File: src/rtl/gf180mcu_osu_sc_9t_clkdiv_pkg.sv
// ---------------------------------------------------------------------------
// gf180mcu_osu_sc_9t_clkdiv_pkg
// Shared types and helpers for the programmable clock divider.
//   state_e      : divider FSM state (IDLE / HIGH / LOW)
//   MIN_DIV      : smallest ratio the divider can produce
//   clamp_div    : lifts any requested ratio below MIN_DIV up to MIN_DIV
//   hi_len/lo_len: high/low phase lengths of a period of ratio n
// ---------------------------------------------------------------------------
package gf180mcu_osu_sc_9t_clkdiv_pkg;

  typedef enum logic [1:0] {
    IDLE = 2'd0,
    HIGH = 2'd1,
    LOW  = 2'd2
  } state_e;

  localparam int unsigned MIN_DIV = 2;

  function automatic int unsigned clamp_div(input int unsigned n);
    return (n < MIN_DIV) ? MIN_DIV : n;
  endfunction

  // Odd ratios put their extra cycle in the high phase.
  function automatic int unsigned hi_len(input int unsigned n);
    return (n >> 1) + (n & 32'd1);
  endfunction

  function automatic int unsigned lo_len(input int unsigned n);
    return n >> 1;
  endfunction

endpackage

File: src/rtl/gf180mcu_osu_sc_9t_clkdiv_phase_cnt.sv
// ---------------------------------------------------------------------------
// gf180mcu_osu_sc_9t_clkdiv_phase_cnt
// Loadable down-counter timing one CLKOUT phase.
//   clk    : source clock
//   rst    : synchronous active-high reset (count -> 0)
//   ld     : load ld_val this cycle (has priority over counting)
//   ld_val : remaining cycles of the phase minus one
//   zero   : count has reached zero (last cycle of the phase)
// The count holds at zero rather than wrapping, so an idle divider keeps
// a quiet, well-defined counter.
// ---------------------------------------------------------------------------
module gf180mcu_osu_sc_9t_clkdiv_phase_cnt #(
  parameter int W = 8
) (
  input  logic         clk,
  input  logic         rst,
  input  logic         ld,
  input  logic [W-1:0] ld_val,
  output logic         zero
);

  logic [W-1:0] cnt_q;

  always_ff @(posedge clk) begin
    if (rst) begin
      cnt_q <= '0;
    end else if (ld) begin
      cnt_q <= ld_val;
    end else if (cnt_q != '0) begin
      cnt_q <= cnt_q - 1'b1;
    end
  end

  assign zero = (cnt_q == '0);

endmodule

File: src/rtl/gf180mcu_osu_sc_9t_clkdiv_prog.sv
// ---------------------------------------------------------------------------
// gf180mcu_osu_sc_9t_clkdiv_prog
// Programmable glitch-free clock divider feeding the 9T clock-buffer tree.
//   CLK     : source clock, all state on its rising edge
//   RST     : synchronous active-high reset
//   EN      : run request, sampled in IDLE and at each period boundary
//   DIV_LD  : one-cycle request to load DIV_VAL
//   DIV_VAL : requested ratio N (values below 2 are taken as 2)
//   DIV_ACK : one-cycle pulse, the pending ratio took effect
//   CLKOUT  : divided clock, straight from a flop
//   ACTIVE  : a period is running (state HIGH or LOW)
//   TICK    : one-cycle pulse on each CLKOUT rising cycle
//
// state | meaning
// ------+------------------------------------------------------------
// IDLE  | stopped, CLKOUT parked low; every edge is a period boundary
// HIGH  | high phase of a running period, CLKOUT=1
// LOW   | low phase of a running period, CLKOUT=0; its last cycle is
//       | the period boundary where ratio changes and EN are taken
// ---------------------------------------------------------------------------
module gf180mcu_osu_sc_9t_clkdiv_prog
  import gf180mcu_osu_sc_9t_clkdiv_pkg::*;
#(
  parameter int DIV_W   = 8,
  parameter int DEF_DIV = 4
) (
  input  logic             CLK,
  input  logic             RST,
  input  logic             EN,
  input  logic             DIV_LD,
  input  logic [DIV_W-1:0] DIV_VAL,
  output logic             DIV_ACK,
  output logic             CLKOUT,
  output logic             ACTIVE,
  output logic             TICK
);

  state_e           state_q;
  state_e           state_d;

  logic [DIV_W-1:0] cur_div_q;
  logic [DIV_W-1:0] pend_div_q;
  logic             pend_vld_q;

  logic [DIV_W-1:0] ld_div;
  logic [DIV_W-1:0] eff_div;
  logic             boundary;
  logic             apply_div;

  logic             cnt_ld;
  logic [DIV_W-1:0] cnt_ld_val;
  logic             cnt_zero;

  logic             clkout_d;
  logic             tick_d;
  logic             ack_d;

  assign ld_div = DIV_W'(clamp_div(32'(DIV_VAL)));

  // A load arriving on the boundary edge itself wins over any older
  // pending value, so the starting period already uses it.
  assign boundary  = (state_q == IDLE) || ((state_q == LOW) && cnt_zero);
  assign apply_div = boundary && (DIV_LD || pend_vld_q);
  assign eff_div   = DIV_LD     ? ld_div     :
                     pend_vld_q ? pend_div_q : cur_div_q;

  gf180mcu_osu_sc_9t_clkdiv_phase_cnt #(
    .W (DIV_W)
  ) u_phase_cnt (
    .clk    (CLK),
    .rst    (RST),
    .ld     (cnt_ld),
    .ld_val (cnt_ld_val),
    .zero   (cnt_zero)
  );

  // state register
  always_ff @(posedge CLK) begin
    if (RST) begin
      state_q <= IDLE;
    end else begin
      state_q <= state_d;
    end
  end

  // next-state logic
  always_comb begin
    state_d = state_q;
    case (state_q)
      IDLE: begin
        if (EN) state_d = HIGH;
      end
      HIGH: begin
        if (cnt_zero) state_d = LOW;
      end
      LOW: begin
        if (cnt_zero) state_d = EN ? HIGH : IDLE;
      end
      default: state_d = IDLE;
    endcase
  end

  // output / counter-load logic; outputs are registered below
  always_comb begin
    clkout_d   = CLKOUT;
    tick_d     = 1'b0;
    ack_d      = apply_div;
    cnt_ld     = 1'b0;
    cnt_ld_val = '0;
    if ((state_d == HIGH) && (state_q != HIGH)) begin
      clkout_d   = 1'b1;
      tick_d     = 1'b1;
      cnt_ld     = 1'b1;
      cnt_ld_val = DIV_W'(hi_len(32'(eff_div)) - 32'd1);
    end else if ((state_d == LOW) && (state_q == HIGH)) begin
      clkout_d   = 1'b0;
      cnt_ld     = 1'b1;
      cnt_ld_val = DIV_W'(lo_len(32'(cur_div_q)) - 32'd1);
    end else if (state_d == IDLE) begin
      clkout_d   = 1'b0;
    end
  end

  always_ff @(posedge CLK) begin
    if (RST) begin
      CLKOUT     <= 1'b0;
      TICK       <= 1'b0;
      DIV_ACK    <= 1'b0;
      cur_div_q  <= DIV_W'(DEF_DIV);
      pend_div_q <= DIV_W'(DEF_DIV);
      pend_vld_q <= 1'b0;
    end else begin
      CLKOUT  <= clkout_d;
      TICK    <= tick_d;
      DIV_ACK <= ack_d;
      if (apply_div) begin
        cur_div_q  <= eff_div;
        pend_vld_q <= 1'b0;
      end else if (DIV_LD) begin
        pend_div_q <= ld_div;
        pend_vld_q <= 1'b1;
      end
    end
  end

  assign ACTIVE = (state_q != IDLE);

endmodule

File: config.mk
export PLATFORM = sky130hd
export DESIGN_NAME = gf180mcu_osu_sc_9t_clkdiv_prog
export DESIGN_NICKNAME = d
export VERILOG_FILES = /design/src/rtl/gf180mcu_osu_sc_9t_clkdiv_pkg.sv /design/src/rtl/gf180mcu_osu_sc_9t_clkdiv_phase_cnt.sv /design/src/rtl/gf180mcu_osu_sc_9t_clkdiv_prog.sv
export SDC_FILE = /design/constraint.sdc
export NUM_CORES = 1
export LEC_CHECK = 0
export CAP_MARGIN = 0
export CORE_MARGIN = 2
export CORE_UTILIZATION = 59
export CTS_BUF_LIST = sky130_fd_sc_hd__clkbuf_8
export DETAILED_ROUTE_END_ITERATION = 8
export GPL_ROUTABILITY_DRIVEN = 0
export PLACE_DENSITY = 0.82
export SYNTH_ARGS = -nofsm -noshare
export SYNTH_HDL_FRONTEND = slang
export SYNTH_SLANG_ARGS = --single-unit
File: constraint.sdc
create_clock -name CLK -period 3 [get_ports CLK]
set_input_delay 0.45 -clock CLK [delete_from_list [all_inputs] [get_ports CLK]]
set_output_delay 0.45 -clock CLK [all_outputs]
set_load 0.005 [all_outputs]
# Word-level counts from Yosys, hierarchy flattened
# Index checks and enable logic that the tools add are counted.
dict set report totals {
  wordCells 52
  output_inout_bits 4
  reg_bits 30
  inputBits 12
}
dict set report op_classes {
  bitwise 1
  eq_ne 5
  n_reduce_logical 15
  magnitude_cmp 1
  addsub 4
  n_mux 18
}
# cell count
set op_table {}
lappend op_table {{$mux W8} 7}
lappend op_table {{$sub A8 B1 Y8 const B} 2}
lappend op_table {{$add A7 B1 Y8} 1}
lappend op_table {{$logic_not A8 Y1} 1}
lappend op_table {{$lt A8 B2 Y1 const B} 1}
lappend op_table {{$reduce_bool A8 Y1} 1}
lappend op_table {{$sub A7 B1 Y8 const B} 1}
lappend op_table {{$mux W1} 7}
lappend op_table {{$mux W2} 3}
lappend op_table {{$pmux W2 S3} 1}
lappend op_table {{$eq A2 B1 Y1 const B} 2}
lappend op_table {{$eq A2 B2 Y1 const B} 2}
lappend op_table {{$logic_and A1 B1 Y1} 4}
lappend op_table {{$logic_not A2 Y1} 2}
lappend op_table {{$reduce_bool A2 Y1} 2}
lappend op_table {{$reduce_bool A3 Y1} 1}
lappend op_table {{$logic_or A1 B1 Y1} 2}
lappend op_table {{$ne A2 B1 Y1 const B} 1}
lappend op_table {{$reduce_and A2 Y1} 1}
lappend op_table {{$reduce_or A2 Y1} 1}
lappend op_table {{$not A1 Y1} 1}

# Logic depth before layout (Yosys ltp)
dict set report depth {
  ltp_word 8
  ltp_mapped 13
  mapped_depth_nobuf 13
}

# Cells and area by module
# A second synthesis with hierarchy kept.
dict set report unflattened {
  cells_unflattened 207
  hier_area_um2 1836.8
}
# mod instances cells_per_inst seq_area_each_um2 area_each_um2
set modules_own_cells {}
lappend modules_own_cells {gf180mcu_osu_sc_9t_clkdiv_prog 1 154 440.4 1361.3}
lappend modules_own_cells {gf180mcu_osu_sc_9t_clkdiv_phase_cnt 1 53 160.2 475.5}

# Least setup slack after synthesis
# OpenSTA, ideal clock, no wires.
dict set report synth_path {
  path_kind {in2reg}
  startpoint {input port DIV_LD}
  endpoint {register u_phase_cnt.cnt_q[6]}
  required_ns 2.914
  stages 12
  setup_ns 0.086
  arrival_time_ns 2.407
  path_slack_ns 0.507
  n_path_buf 3
  path_cell_list {clkbuf_1 clkbuf_1 buf_1 nand2_1 o21ai_0 inv_1 ha_1 ha_1 o211ai_1 nor4_1 xor2_1 a211oi_1}
}
dict set report synth_between {
  elab_chain_len 5
}
# item line
set synth_lines {}
lappend synth_lines {{start, declared} gf180mcu_osu_sc_9t_clkdiv_prog.sv:30} ;# input logic DIV_LD,
lappend synth_lines {{$mux W8} gf180mcu_osu_sc_9t_clkdiv_prog.sv:64} ;# assign eff_div = DIV_LD ? ld_div :
lappend synth_lines {{$add A7 B1 Y8} gf180mcu_osu_sc_9t_clkdiv_pkg.sv:25} ;# return (n >> 1) + (n & 32'd1);
lappend synth_lines {{$sub A8 B1 Y8} gf180mcu_osu_sc_9t_clkdiv_prog.sv:114} ;# cnt_ld_val = DIV_W'(hi_len(32'(eff_div)) - 32'd1);
lappend synth_lines {{$mux W8} gf180mcu_osu_sc_9t_clkdiv_prog.sv:110} ;# if ((state_d == HIGH) && (state_q != HIGH)) begin
lappend synth_lines {{$mux W8} gf180mcu_osu_sc_9t_clkdiv_phase_cnt.sv:27} ;# end else if (ld) begin
lappend synth_lines {{end signal, assigned} gf180mcu_osu_sc_9t_clkdiv_phase_cnt.sv:28} ;# cnt_q <= ld_val;
lappend synth_lines {{end signal, assigned} gf180mcu_osu_sc_9t_clkdiv_phase_cnt.sv:30} ;# cnt_q <= cnt_q - 1'b1;
lappend synth_lines {{end, declared} gf180mcu_osu_sc_9t_clkdiv_phase_cnt.sv:22} ;# logic [W-1:0] cnt_q;
# Every way passes these cells.
# A chain may end at the register's enable or synchronous reset.

# Worst setup path in the final report
dict set report layout_path {
  startpoint {input port DIV_VAL[4]}
  endpoint {register u_phase_cnt.cnt_q[7]}
}
dict set report layout_between {
  elab_chain_len 7
}
# item line
set layout_lines {}
lappend layout_lines {{start, declared} gf180mcu_osu_sc_9t_clkdiv_prog.sv:31} ;# input logic [DIV_W-1:0] DIV_VAL,
lappend layout_lines {{$lt A8 B2 Y1} gf180mcu_osu_sc_9t_clkdiv_pkg.sv:20} ;# return (n < MIN_DIV) ? MIN_DIV : n;
lappend layout_lines {{$mux W8 (*)} gf180mcu_osu_sc_9t_clkdiv_pkg.sv:20}
lappend layout_lines {{$mux W8 (*)} gf180mcu_osu_sc_9t_clkdiv_prog.sv:64}
lappend layout_lines {{$add A7 B1 Y8 (*)} gf180mcu_osu_sc_9t_clkdiv_pkg.sv:25}
lappend layout_lines {{$sub A8 B1 Y8 (*)} gf180mcu_osu_sc_9t_clkdiv_prog.sv:114}
lappend layout_lines {{$mux W8 (*)} gf180mcu_osu_sc_9t_clkdiv_prog.sv:110}
lappend layout_lines {{$mux W8 (*)} gf180mcu_osu_sc_9t_clkdiv_phase_cnt.sv:27}
# Every way passes the cells marked *; elsewhere a longest branch is shown, timed or not.

==> metrics.txt <==
worst skew pair latency 0.28 ns; vias in the first global route between 1000 and 1500; Post-synth top flop dfxtp_1; Yosys reg bits 30; Syn Nets 224; syn avg cell area 8.36 um2; antenna violations before repair 0; most frequent cells in the layout dfxtp_1, nand2_1, nor2_1; Net Sw Frac 0.374; post-route setup slack 0.336 ns; Hold Buf Count CTS 0; Crit Path Class in -> reg; CTS Sinks 30; cell area after synthesis 1740 um2; CP arrival 2.88 ns; I/O Buffers 15; initial detailed-routing violation count between 60 and 70; Hold/Removal Path Class reg -> reg; WL per Instance 15.2 um; share of cells above drive strength 1 0.0942; Final setup viols 0; vias per inst 6.10; ys async rst share 0; Worst path max stage delay 0.47 ns; Crit-path slowest cell or4b_1; fin nets 238; clk root buf clkbuf_8; # diodes 0; area of the multi-input gates 1040 um2; Worst Skew about 0.0055 ns; part of the power in combinational logic 0.414; Clk pwr share 0.215; Yosys warning count 0; I/O pins 16; setup TNS 0 ns; Core Box Area roughly 2800 um2; DR top layer met4; Final Max Tran Viols 0; Total Power 1.55 mW; area delta synth->final 14.2%; Cell Pwr Density a little under 800 nW/um2; Max Cap Viol 0; All-Layer GR Usage 0.261; CP endpoint kind flip-flop; largest net degree at the start of global routing 20; post_cts resized 0; Starting Density 0.625; crit path time final 2.66 ns; leakage a little under 0.8 nW; routed length on met3 146 um; Register Area 601 um2; Remaining DRCs 0; H-Tree Level Count 2; sequential area share after synthesis 0.346; post-route ant nets 0; DR vias 1550; Crit path required time 3.21 ns; Post-Syn Instances 208; post-DP HPWL ~2.9 mm; CTS clk-pin slew, worst paths around 0.060 ns; FP Rows 19; peak supply drop ~0.59 mV; Die W 58.3 um; Slew Limit Headroom 0.633; CTS buffer count 5; worst-path cell chain clkdlybuf4s50_1 -> nor4_1 -> nand2_1 -> and2_1 -> nand2_1 -> o21ai_0 -> inv_1 -> ha_1 -> o2111ai_1 -> nor3_1 -> or4b_1 -> a21oi_1; crit share post-route 0.888; die area 3400 um2; Total Wirelength 3.86 mm; Fmax between 0.3 and 0.4 GHz; Post-synth EDFFs 0; Reg power frac 0.372; Filler cells 225; Die Span Y 58.3 um; slew of the pin with the lowest slew margin 0.545 ns; Final Hold Viols 0; R2R Setup Slk ~0.45 ns; Post-CTS Setup Repair Bufs 0; design internal power 971 uW; Place WS between 0.03 and 0.04 ns; met2 wire len just under 2 mm; CTS tree built; GRT overflow 0; Hold WS 0.457 ns; Metal-1 WL 1.69 mm; result of the run finished clean; 1st-pass router iterations 4; global-route wire length before repair 6.64 mm; Distinct cells, synth 48; largest fanout on the critical path 3; startpoint types input port; P_sw 579 uW; RSZ-0062 raised after global routing no; maximum clock path buffer count 2; Crit path top cell by count nand2_1; commonest non-fill, non-tap cell in the layout dfxtp_1
synthesized netlist by cell type (6+ instances only):
master	instances	area (um2)
nand2_1	20	75.1
a21oi_1	17	85.1
nor3_1	7	35.0
inv_1	8	30.0
xor2_1	8	70.1
nand3_1	9	45.0
o21ai_0	6	30.0
a22o_1	7	61.3
a211oi_1	6	45.0
nor2_1	19	71.3
mux2i_1	9	90.1
clkbuf_1	8	30.0
dfxtp_1	30	601
power groups by stage:
stage	clock network, mW	registers, mW	logic, mW
finish	0.333	0.576	0.641
global placement	0	0.573	0.610
floorplan	0	0.543	0.541
global route	0.364	0.588	0.712
detailed placement	0	0.582	0.631
CTS	0.337	0.574	0.638
cell families (layout without fill, tap and decap cells):
logic type                 count (synthesis)  count (layout)  share of synthesized area
AOI/OAI and AO/OA                         52              52                      0.207
DFF                                       30              30                      0.346
and+or+nand+nor                           78              78                      0.235
adders and majority gates                  4               4                     0.0288
buffers and inverters                     20              35                     0.0540
muxes                                     11              11                     0.0648
xor gates and xnor gates                  13              13                     0.0655
flip-flops by register name, indices dropped and copies added, names as in the netlist:
signal and flops:
pend_div_q 8, cur_div_q 8, state_q 2, pend_vld_q 1, u_phase_cnt.cnt_q 8, DIV_ACK 1
CLKOUT 1, TICK 1
critical path, delay by kind of cell:
| family | cells | cell delay (ns) |
|---|---|---|
| buffers and inverters | 2 | 0.53 |
| adders and majority gates | 1 | 0.18 |
| AOI/OAI and AO/OA | 3 | 0.42 |
| and+or+nand+nor | 6 | 1.30 |
path summary, 6_finish.rpt:
kind	depth (start not counted)	start	end
worst max-delay path	12	DIV_VAL[4]	u_phase_cnt.cnt_q[7]
worst min-delay path	2	pend_div_q[6]	pend_div_q[6]
worst max register to register	8	u_phase_cnt.cnt_q[0]	u_phase_cnt.cnt_q[7]
worst min register to register	2	pend_div_q[6]	pend_div_q[6]
cell type report:
class                   instances  share of cell area
clock buffers                   6              0.0416
inverters                       8              0.0151
flip-flops and latches         30               0.303
clock inverters                 2             0.00441
well taps                      31              0.0195
multi-input cells             158               0.526
repair buffers                 19              0.0908
stage by stage:
stage,instance area (um2),utilization,instances
CTS,1980,0.713,254
global placement,1890,0.681,246
floorplan,1740,-,208
global route,1980,0.713,254
finish,1980,0.713,254
detailed placement,1890,0.681,246
per-layer routing:
| layer | up-vias | GRT usage |
|---|---|---|
| li1 | 776 | - |
| met3 | 6 | 0.0759 |
| met4 | 0 | 0.106 |
| met1 | 729 | 0.302 |
| met5 | - | 0 |
| met2 | 39 | 0.449 |
No activity file was read; power rests on OpenSTA's default activity.
